<file path="src/rtl/slice_serial_add_sub_if.sv">
// Request/result bundle for the slice-serial adder/subtractor.
// The requester drives the master side; the arithmetic block is the slave.
interface slice_serial_add_sub_if #(
  parameter int N = 16
);
  logic         start;
  logic         op;
  logic [N-1:0] A;
  logic [N-1:0] B;
  logic         Cin;
  logic         busy;
  logic         done;
  logic [N-1:0] S;
  logic         Cout;
  logic         ovf;

  modport master (
    output start, op, A, B, Cin,
    input  busy, done, S, Cout, ovf
  );

  modport slave (
    input  start, op, A, B, Cin,
    output busy, done, S, Cout, ovf
  );
endinterface

</file>
<file path="src/rtl/slice_serial_add_sub.sv">
// N-bit add/subtract computed K bits per clock, rippling the carry through a register.
// Subtraction is A + ~B + ~Cin; borrow-out is the inverted final carry.
module slice_serial_add_sub #(
  parameter int N = 16,
  parameter int K = 4
) (
  input  logic                  clk,
  input  logic                  rst_n,
  slice_serial_add_sub_if.slave bus
);
  localparam int SLICES = N / K;
  localparam int CW     = (SLICES > 1) ? $clog2(SLICES) : 1;

  typedef enum logic [1:0] {IDLE, RUN, DONE} state_t;

  state_t         state, state_next;
  logic [N-1:0]   a_q, b_q, res_q, res_next;
  logic [CW-1:0]  idx_q;
  logic           carry_q, op_q, a_msb_q, b_msb_q;
  logic [N-1:0]   s_q;
  logic           cout_q, ovf_q;
  logic [K:0]     slice_sum;
  logic           accept, last;

  assign accept    = bus.start && (state != RUN);
  assign last      = (idx_q == CW'(SLICES - 1));
  assign slice_sum = {1'b0, a_q[K-1:0]} + {1'b0, b_q[K-1:0]} + (K+1)'(carry_q);
  // New slice enters at the top; after SLICES shifts the result sits in place.
  assign res_next  = N'({slice_sum[K-1:0], res_q} >> K);

  // NOTE: every output of a combinational block gets a default first so no
  // path leaves it unassigned, which would infer a latch.
  always_comb begin
    state_next = state;
    case (state)
      IDLE:    if (bus.start) state_next = RUN;
      RUN:     if (last)      state_next = DONE;
      DONE:    state_next = bus.start ? RUN : IDLE;
      default: state_next = IDLE;
    endcase
  end

  // NOTE: sequential state uses non-blocking assignments so every register
  // samples pre-edge values regardless of statement order.
  always_ff @(posedge clk or negedge rst_n) begin
    if (!rst_n) state <= IDLE;
    else        state <= state_next;
  end

  always_ff @(posedge clk or negedge rst_n) begin
    if (!rst_n) begin
      a_q     <= '0;
      b_q     <= '0;
      res_q   <= '0;
      idx_q   <= '0;
      carry_q <= 1'b0;
      op_q    <= 1'b0;
      a_msb_q <= 1'b0;
      b_msb_q <= 1'b0;
      s_q     <= '0;
      cout_q  <= 1'b0;
      ovf_q   <= 1'b0;
    end else if (accept) begin
      a_q     <= bus.A;
      b_q     <= bus.op ? ~bus.B : bus.B;
      carry_q <= bus.op ? ~bus.Cin : bus.Cin;
      op_q    <= bus.op;
      a_msb_q <= bus.A[N-1];
      b_msb_q <= bus.op ? ~bus.B[N-1] : bus.B[N-1];
      idx_q   <= '0;
    end else if (state == RUN) begin
      a_q     <= a_q >> K;
      b_q     <= b_q >> K;
      carry_q <= slice_sum[K];
      res_q   <= res_next;
      idx_q   <= idx_q + 1'b1;
      if (last) begin
        s_q    <= res_next;
        cout_q <= op_q ^ slice_sum[K];
        ovf_q  <= (a_msb_q == b_msb_q) && (res_next[N-1] != a_msb_q);
      end
    end
  end

  assign bus.busy = (state == RUN);
  assign bus.done = (state == DONE);
  assign bus.S    = s_q;
  assign bus.Cout = cout_q;
  assign bus.ovf  = ovf_q;
endmodule

</file>
<file path="src/flat_wrapper.sv">
// flat-port wrapper written by rule: the top's interface ports become plain ports
module slice_serial_add_sub_flat 
#(
  parameter int N = 16,
  parameter int K = 4
)
  (clk, rst_n, bus_start, bus_op, bus_A, bus_B, bus_Cin, bus_busy, bus_done, bus_S, bus_Cout, bus_ovf);
  slice_serial_add_sub_if #(.N(N)) bus_i ();
  input  logic clk;
  input  logic rst_n;
  input wire logic [$bits(bus_i.start)-1:0] bus_start;
  input wire logic [$bits(bus_i.op)-1:0] bus_op;
  input wire logic [$bits(bus_i.A)-1:0] bus_A;
  input wire logic [$bits(bus_i.B)-1:0] bus_B;
  input wire logic [$bits(bus_i.Cin)-1:0] bus_Cin;
  output wire logic [$bits(bus_i.busy)-1:0] bus_busy;
  output wire logic [$bits(bus_i.done)-1:0] bus_done;
  output wire logic [$bits(bus_i.S)-1:0] bus_S;
  output wire logic [$bits(bus_i.Cout)-1:0] bus_Cout;
  output wire logic [$bits(bus_i.ovf)-1:0] bus_ovf;
  assign bus_i.start = bus_start;
  assign bus_i.op = bus_op;
  assign bus_i.A = bus_A;
  assign bus_i.B = bus_B;
  assign bus_i.Cin = bus_Cin;
  assign bus_busy = bus_i.busy;
  assign bus_done = bus_i.done;
  assign bus_S = bus_i.S;
  assign bus_Cout = bus_i.Cout;
  assign bus_ovf = bus_i.ovf;
  slice_serial_add_sub #(.N(N), .K(K)) u_core (.clk(clk), .rst_n(rst_n), .bus(bus_i));
endmodule
</file>
<file path="config.mk">
export PLATFORM = sky130hd
export DESIGN_NAME = slice_serial_add_sub_flat
export DESIGN_NICKNAME = d
export VERILOG_FILES = /design/src/rtl/slice_serial_add_sub_if.sv /design/src/rtl/slice_serial_add_sub.sv /design/src/flat_wrapper.sv
export SDC_FILE = /design/constraint.sdc
export NUM_CORES = 1
export LEC_CHECK = 0
export ABC_AREA = 1
export BUFFER_PORTS_ARGS = -buffer_cell sky130_fd_sc_hd__buf_2
export CAP_MARGIN = 20
export CORE_MARGIN = 5
export CORE_UTILIZATION = 30
export DETAILED_ROUTE_END_ITERATION = 8
export MAX_ROUTING_LAYER = met4
export PLACE_DENSITY = 0.51
export SETUP_SLACK_MARGIN = 0.1
export SYNTH_ARGS = -nofsm -noshare
export SYNTH_HDL_FRONTEND = slang
export SYNTH_SLANG_ARGS = --single-unit
export TNS_END_PERCENT = 30
</file>
<file path="constraint.sdc">
create_clock -name clk -period 2.2 [get_ports clk]
set_input_delay 0.66 -clock clk [delete_from_list [all_inputs] [get_ports clk]]
set_output_delay 0.66 -clock clk [all_outputs]
set_load 0.05 [all_outputs]
</file>
==> flow_summary.ini, run 1 <==
[status]
outcome = finished clean

[critical_path]
critPathTopFamily = buffers and inverters
cp_slowest_cell = dfrtp_1
path_class = reg2out
worst-path-buf-inv = 3
required_ns = 1.54
slowest_delay_ns = 0.36
path_cells = inv_1 > nand2_4 > inv_2 > buf_2
cp-end-kind = output pin
cp-start-kind = flip-flop
worstPathArrival_ns = 1.33
cp_max_fo = 26

[floorplan]
ios = 57
dieArea_um2 = 12500
fp.coreArea_um2 = 10200
initial_core_util_pct = 30.5
dieWidth_um = 112
die_h_um = 112
fp-row-count = 37

[drt]
dr_total_vias = 2306
routedWlPerCell_um = 12.9
drtPass1Iterations = 4
vias_per_cell = 4.39
drt_iter0_drc = 92
routed_wl_um = 6790
detail-route-antenna-nets = 0
route.detailed.drc = 0

[timing]
period_share_pct = 90.3
finalCriticalPeriod_ns = 1.99
relSlewSlack_pct = 68.2
setup_ws_ns = 0.214
tightest_slew_ns = 0.477
drv_slew = 0
clock.fmax_ghz = 0.503
skew_ns = 0.00994
rsz0062_at_grt = false
setup_tns_ns = 0
hold_viol_final = 0
whs_ns = 0.296
setup_viol = 0

[synthesis]
yosys_warnings = 0
seq_area_frac_synth_pct = 56.5
synth_area_leaders = dfrtp_1, nand2_1, inv_1, o221ai_1, o21ai_0
synth_seq_cells = 70
synth_area_leader_cell = dfrtp_1
synth.top_cell.area_share_pct = 56.5
synth.distinct_cells = 27
syn_area_per_cell_um2 = 9.55
syn_nets = 368
synth_cells = 325
synth_area_um2 = 3100

[placed_design]
port-buffer-count = 56
gp_congestion = 0.740
pre_cts_ws_ns = 0.396
dp_hpwl_um = 4700
placed_area_um2 = 3530

[power_and_ir_drop]
p_per_area_nw_per_um2 = 1560
leakage_nw = 1.88
vdd_ir_drop_max_mv = 0.690

[clock_tree]
cts-buffers-inserted = 9
clockBufferDepth = 2
tritoncts = done
worstSkewPairLatency_ns = 0.35
holdBufCountCts = 0
cts_resized = 0
cts_setup_buffers = 0
clkTransAtPathRegs_ns = 0.07
clkSinkCount = 70
root_buffer = clkbuf_8
htreeDepth = 3

[run]
maxCapViolCount = 0

[final_layout]
drive_gt1_share_pct = 22.4
fin_nets = 427
fillerInstances = 1094
diodes = 0
layout_commonest_cell = nand2_1
seq_area_um2 = 1750
syn2layout_area_growth_pct = 21.5
multi_input_area_um2 = 1090
design_area_um2 = 3770
layout_common_cells = nand2_1, dfrtp_1, buf_2, inv_1, o21ai_0

[grt]
grt_pass1_vias = 2340
grt_pass1_wl_um = 11700
grt_max_degree = 71
grt_use_total_pct = 11.9
grt-ovfl-total = 0
antenna_found_initial = 0

[worst_hold_path]
hold_path.class = in2async
==> state kept, by name, indices dropped and copies added, names as in the netlist <==
register,cells
u_core.op_q,1
u_core.bus.Cout,1
u_core.carry_q,1
u_core.res_q,12
u_core.a_msb_q,1
u_core.b_q,16
u_core.bus.ovf,1
u_core.a_q,16
u_core.state,2
u_core.bus.S,16
u_core.b_msb_q,1
u_core.idx_q,2
==> cells in the mapped netlist, drive strengths merged <==
cell type and number:
or2 1, o21ai 27, buf 12, xor2 11, clkbuf 3, o32ai 3
xnor2 4, o211ai 6, nand3b 1, fa 2, o22ai 2, a22o 3
nand2 95, nand3 9, o221ai 18, nor2 5, a21oi 3, dfrtp 70
clkinv 1, inv 45, ha 4
==> kinds of logic (layout without fill, tap and decap cells) <==
| kind of cell | count (synthesis) | after routing | share of synthesized area (%) |
|---|---|---|---|
| and+or+nand+nor | 111 | 111 | 14.5 |
| AOI/OAI and AO/OA | 62 | 62 | 13.5 |
| DFF | 70 | 70 | 56.5 |
| adders and majority gates | 6 | 6 | 2.90 |
| xor gates and xnor gates | 15 | 15 | 4.23 |
| buffers and inverters | 61 | 125 | 8.47 |
==> report_power, final <==
part	total [mW]	internal [mW]	switching, mW
combinational	2.53	0.774	1.76
sequential	2.09	1.85	0.242
clock	1.24	0.751	0.490
total	5.87	3.38	2.49
==> layout make-up <==
cell class | instances | area share (%)
clock inverters | 6 | 2.92
inverters | 46 | 4.71
repair buffers | 63 | 9.16
clock buffers | 10 | 3.38
flip-flops and latches | 70 | 46.4
well taps | 136 | 4.51
multi-input cells | 194 | 28.9
==> path summary, 6_finish.rpt <==
| kind | start | end | slack [ns] | cells past startpoint |
|---|---|---|---|---|
| setup / recovery | u_core.state[1]$_DFFE_PN0P_ | bus_busy | 0.21 | 4 |
| hold / removal | rst_n | u_core.res_q[4]$_DFFE_PN0P_ | 0.30 | 2 |
| setup reg to reg | u_core.carry_q$_DFFE_PN0P_ | u_core.bus.Cout$_DFFE_PN0P_ | 0.41 | 8 |
| hold reg to reg | u_core.res_q[7]$_DFFE_PN0P_ | u_core.bus.S[3]$_DFFE_PN0P_ | 0.47 | 2 |
| max in group asynchronous | rst_n | u_core.b_q[4]$_DFFE_PN0P_ | 1.55 | 2 |
| min in group clk | u_core.res_q[7]$_DFFE_PN0P_ | u_core.bus.S[3]$_DFFE_PN0P_ | 0.47 | 2 |
==> worst reg2reg max path: cells and delay by family (launching register included) <==
kind	cells	cell delay [ns]
fa+ha+maj	2	0.87
buf+inv	1	0.06
flops	1	0.32
simple gates	5	0.44
==> routing by layer <==
| layer | vias to the layer above | track usage, % | wire [um] |
|---|---|---|---|
| met3 | 11 | 3.42 | 359 |
| li1 | 1175 | - | - |
| met5 | - | - | 0 |
| met2 | 56 | 17.9 | 3010 |
| met4 | 0 | 3.65 | 89 |
| met1 | 1064 | 15.7 | 3340 |
==> metrics by stage <==
step                instances  utilization (%)  power [mW]
floorplan                 325                -        4.03
global placement          509             34.7        4.66
detailed placement        509             34.7        4.70
CTS                       525             37.0        5.96
global route              525             37.0        6.35
finish                    525             37.0        5.87
(Power assumes the default switching activity.)
==> run 2: changes to the inputs <==
--- a/config.mk
+++ b/config.mk
@@ -10,6 +10,7 @@
 export CAP_MARGIN = 20
 export CORE_MARGIN = 5
 export CORE_UTILIZATION = 30
+export CTS_BUF_LIST = sky130_fd_sc_hd__clkbuf_8
 export DETAILED_ROUTE_END_ITERATION = 8
 export MAX_ROUTING_LAYER = met4
 export PLACE_DENSITY = 0.51
==> run 2 against run 1 <==
Combinational power about the same. Via count down 0.26%. Die area is the same. Maximum frequency about the same. Power about the same. Clock power is essentially flat. Setup slack better by 0.00078 ns. Non-clock buffer count unchanged. Global-route usage is the same. Count of clock-buffer cells in the layout fell by 1. Critical path type unchanged. Largest cell class unchanged. Largest power group unchanged.
==> flow_summary.ini, run 2 (synthesis gave the netlist of run 1 again) <==
[critical_path]
slowest_delay_ns = 0.36
cp_slowest_cell = dfrtp_1
r2r-end = u_core.bus.Cout$_DFFE_PN0P_
cp-start-kind = flip-flop
cp_max_fo = 26
path_cells = inv_1 > nand2_4 > inv_2 > buf_2
path_class = reg2out
cp-end-kind = output pin
r2r_cells = 8
r2r_start = u_core.carry_q$_DFFE_PN0P_
required_ns = 1.54
r2r_slack_ns = 0.41
worstPathArrival_ns = 1.33

[final_layout]
seq_area_um2 = 1750
layout_commonest_cell = nand2_1
multi_input_area_um2 = 1090
syn2layout_area_growth_pct = 21.5
diodes = 0
fin_nets = 427
fillerInstances = 1094
layout_common_cells = nand2_1, dfrtp_1, buf_2, inv_1, o21ai_0
drive_gt1_share_pct = 22.4

[drt]
routed_wl_um = 6780
drt_iter0_drc = 92
drtPass1Iterations = 4
routedWlPerCell_um = 12.9
vias_per_cell = 4.38
route.detailed.drc = 0
dr_total_vias = 2300
detail-route-antenna-nets = 0

[grt]
grt_pass1_wl_um = 11700
grtUsageMet1_pct = 15.7
grt-ovfl-total = 0
grtUsageMet2_pct = 17.9
top_usage_layer = met2
grt_util_met3_pct = 3.42
grt_use_total_pct = 11.9
antenna_found_initial = 0
grt_pass1_vias = 2340
grt_max_degree = 71

[floorplan]
die_h_um = 112
fp.coreArea_um2 = 10200
dieArea_um2 = 12500
ios = 57
initial_core_util_pct = 30.5
dieWidth_um = 112
fp-row-count = 37

[clock_tree]
worstSkewPairLatency_ns = 0.35
htreeDepth = 3
root_buffer = clkbuf_8
cts_setup_buffers = 0
clockBufferDepth = 2
cts_resized = 0
cts-buffers-inserted = 9
holdBufCountCts = 0
clkSinkCount = 70
clkTransAtPathRegs_ns = 0.07
tritoncts = done

[timing]
clock.fmax_ghz = 0.504
hold_viol_final = 0
period_share_pct = 90.2
setup_viol = 0
setup_tns_ns = 0
relSlewSlack_pct = 68.2
tightest_slew_ns = 0.477
skew_ns = 0.0108
rsz0062_at_grt = false
finalCriticalPeriod_ns = 1.99
drv_slew = 0

[placed_design]
dp_hpwl_um = 4700
gp_congestion = 0.740
port-buffer-count = 56

[status]
outcome = finished clean

[power_and_ir_drop]
p_int_mw = 3.37
clockPowerShare_pct = 21.1
power_mw = 5.86
leakage_nw = 1.89
p_per_area_nw_per_um2 = 1550
seqPwrFrac_pct = 35.7
combPwrFrac_pct = 43.2
p_switching_mw = 2.49
vdd_ir_drop_max_mv = 0.690
swShare_pct = 42.5

[run]
maxCapViolCount = 0

[worst_hold_path]
hold_path.class = in2async
==> run 2: worst max-delay path by stage <==
stage | startpoint | to | slack [ns] | cells past startpoint
detailed placement | u_core.carry_q$_DFFE_PN0P_ | u_core.bus.Cout$_DFFE_PN0P_ | 0.40 | 8
finish | u_core.state[1]$_DFFE_PN0P_ | bus_busy | 0.21 | 4
CTS | u_core.state[1]$_DFFE_PN0P_ | bus_busy | 0.18 | 4
floorplan | u_core.state[0]$_DFFE_PN0P_ | bus_done | 0.47 | 1
global placement | u_core.carry_q$_DFFE_PN0P_ | u_core.bus.Cout$_DFFE_PN0P_ | 0.43 | 8
global route | u_core.state[1]$_DFFE_PN0P_ | bus_busy | 0.13 | 4
==> run 2: cell type report <==
| cell class | instances | share of cell area, % |
|---|---|---|
| Sequential cell | 70 | 46.4 |
| Multi-Input combinational cell | 194 | 28.9 |
| Timing Repair Buffer | 63 | 9.16 |
| Inverter | 46 | 4.71 |
| Tap cell | 136 | 4.51 |
| Clock buffer | 9 | 3.28 |
| Clock inverter | 7 | 3.02 |
==> run 2: metal layers <==
layer	vias to the layer above	share of wire, %
met2	52	44
met3	10	5.1
met4	0	1.2
li1	1175	-
met5	-	0
met1	1063	49
==> run 2: metrics by stage <==
step                hold slack (ns)  setup slack [ns]  utilization, %  instance area (um^2)  std cells
CTS                           0.339             0.177            37.0                  3770        525
detailed placement            0.455             0.396            34.7                  3530        509
global route                  0.350             0.129            37.0                  3770        525
floorplan                     0.364             0.467               -                  3100        325
global placement              0.456             0.434            34.7                  3530        509
finish                        0.301             0.215            37.0                  3770        525
==> run 2: worst max-delay path: cells and delay by family (launching register included) <==
| family | cells | cell delay (ns) |
|---|---|---|
| buf+inv | 3 | 0.45 |
| flops | 1 | 0.36 |
| simple gates | 1 | 0.17 |
==> run 2: power by group through the flow <==
stage	Clock (mW)	Sequential (mW)	Combinational (mW)
6_report	1.24	2.09	2.53
4_1_cts	1.27	2.10	2.59
3_5_place_dp	0	2.12	2.58
5_1_grt	1.31	2.18	2.86
2_1_floorplan	0	2.61	1.42
3_3_place_gp	0	2.11	2.55
==> run 3: changes to the inputs <==
--- a/config.mk
+++ b/config.mk
@@ -12,9 +12,10 @@
 export CORE_UTILIZATION = 30
 export CTS_BUF_LIST = sky130_fd_sc_hd__clkbuf_8
 export DETAILED_ROUTE_END_ITERATION = 8
+export HOLD_SLACK_MARGIN = 0.15
 export MAX_ROUTING_LAYER = met4
 export PLACE_DENSITY = 0.51
-export SETUP_SLACK_MARGIN = 0.1
+export SETUP_SLACK_MARGIN = 0.4
 export SYNTH_ARGS = -nofsm -noshare
 export SYNTH_HDL_FRONTEND = slang
 export SYNTH_SLANG_ARGS = --single-unit
==> run 3 against run 2 <==
Setup slack improved by 0.20 ns. Global-route usage rose by 0.40 points. Sequential power barely moved. Highest routed layer unchanged. Largest cell class unchanged.
==> flow_summary.ini, run 3 (synthesis gave the netlist of run 1 again) <==
[final_layout]
drive_gt1_share_pct = 24.4
layout_common_cells = nand2_1, dfrtp_1, buf_2, inv_1, o21ai_0
syn2layout_area_growth_pct = 23.9
fin_nets = 431
layout_commonest_cell = nand2_1
diodes = 0
seq_area_um2 = 1750
fillerInstances = 1084
stdcell_count = 529
multi_input_area_um2 = 1120

[drt]
detail-route-antenna-nets = 0
routed_wl_um = 7010
dr_total_vias = 2345
drtPass1Iterations = 4
route.detailed.drc = 0
routedWlPerCell_um = 13.2
drt_iter0_drc = 106
vias_per_cell = 4.43

[clock_tree]
worstSkewPairLatency_ns = 0.35
htreeDepth = 3
tritoncts = done
root_buffer = clkbuf_8
clkTransAtPathRegs_ns = 0.08
clockBufferDepth = 2
holdBufCountCts = 0
clkSinkCount = 70
cts-buffers-inserted = 9

[floorplan]
initial_core_util_pct = 30.5
dieWidth_um = 112
fp.coreArea_um2 = 10200
dieArea_um2 = 12500
die_h_um = 112
ios = 57
fp-row-count = 37

[critical_path]
r2r_slack_ns = 0.53
path_class = reg2out
cp_max_fo = 4
cp-start-kind = flip-flop
required_ns = 1.54
r2r_start = u_core.carry_q$_DFFE_PN0P_
r2r-end = u_core.bus.Cout$_DFFE_PN0P_
cp-end-kind = output pin
r2r_cells = 8
worstPathArrival_ns = 1.13

[placed_design]
port-buffer-count = 56
gp_congestion = 0.740
pre_cts_ws_ns = 0.396
dp_cells = 509
dp_hpwl_um = 4700

[timing]
period_share_pct = 81.2
relSlewSlack_pct = 68.1
hold_viol_final = 0
rsz0062_at_grt = true
skew_ns = 0.0111
setup_viol = 0
setup_tns_ns = 0
finalCriticalPeriod_ns = 1.79
clock.fmax_ghz = 0.560
setup_ws_ns = 0.413
drv_slew = 0
tightest_slew_ns = 0.478

[power_and_ir_drop]
leakage_nw = 1.91
p_per_area_nw_per_um2 = 1560
vdd_ir_drop_max_mv = 0.688

[grt]
grt_max_degree = 71
grt_pass1_vias = 2387
grt_use_total_pct = 12.3
antenna_found_initial = 0
grt_pass1_wl_um = 12000
grt-ovfl-total = 0

[worst_hold_path]
hold_path.class = in2async

[run]
maxCapViolCount = 0

[status]
outcome = finished clean
[run 3: area by class of cell]
class	count	area share [%]
timing repair buffer	66	9.99
clock buffer	9	3.22
inverter	46	4.75
tap	136	4.43
multi-input combinational	195	29.0
sequential	70	45.6
clock inverter	7	2.96
[run 3: worst max path at each step]
stage | from | to | slack, ns | cells after the start
2_1_floorplan | u_core.state[0]$_DFFE_PN0P_ | bus_done | 0.47 | 1
3_3_place_gp | u_core.carry_q$_DFFE_PN0P_ | u_core.bus.Cout$_DFFE_PN0P_ | 0.43 | 8
3_5_place_dp | u_core.carry_q$_DFFE_PN0P_ | u_core.bus.Cout$_DFFE_PN0P_ | 0.40 | 8
4_1_cts | u_core.state[0]$_DFFE_PN0P_ | bus_done | 0.39 | 2
5_1_grt | u_core.state[0]$_DFFE_PN0P_ | bus_done | 0.35 | 2
6_report | u_core.state[0]$_DFFE_PN0P_ | bus_done | 0.41 | 2
[run 3: per-layer routing]
layer,up-vias,global-route usage [%],routed length [um]
met5,-,-,0
met4,0,3.65,93
met3,12,3.42,358
met2,55,19.1,3210
met1,1091,15.8,3350
li1,1187,-,-
[run 3: what timing repair did]
action / CTS / global route
endpoints found under the setup margin: 2 / 4
pin swaps: 1 / 0
buffers inserted: 3 / 0
gates resized for setup: 11 / 2
hold endpoints to repair: 0 / 0
cloned: 1 / 0
[run 3: power breakdown]
part	switching, mW	internal [mW]	leakage [nW]
sequential	0.256	1.85	0.889
clock	0.494	0.747	0.117
combinational	1.81	0.855	0.907
total	2.56	3.46	1.91
[run 3: worst max-delay path, cell delays in order (launching register included)]
cell and delay (ns):
dfrtp_2 0.47, nor2_2 0.15, buf_6 0.17
[run 3: stage by stage]
step	area (um^2)	hold WS [ns]	utilization (%)	total power, mW
after CTS	3840	0.339	37.7	6.10
final	3840	0.315	37.7	6.01
after global routing	3840	0.350	37.7	6.51
after detailed placement	3530	0.455	34.7	4.70
after floorplan	3100	0.364	-	4.03
after global placement	3530	0.456	34.7	4.66
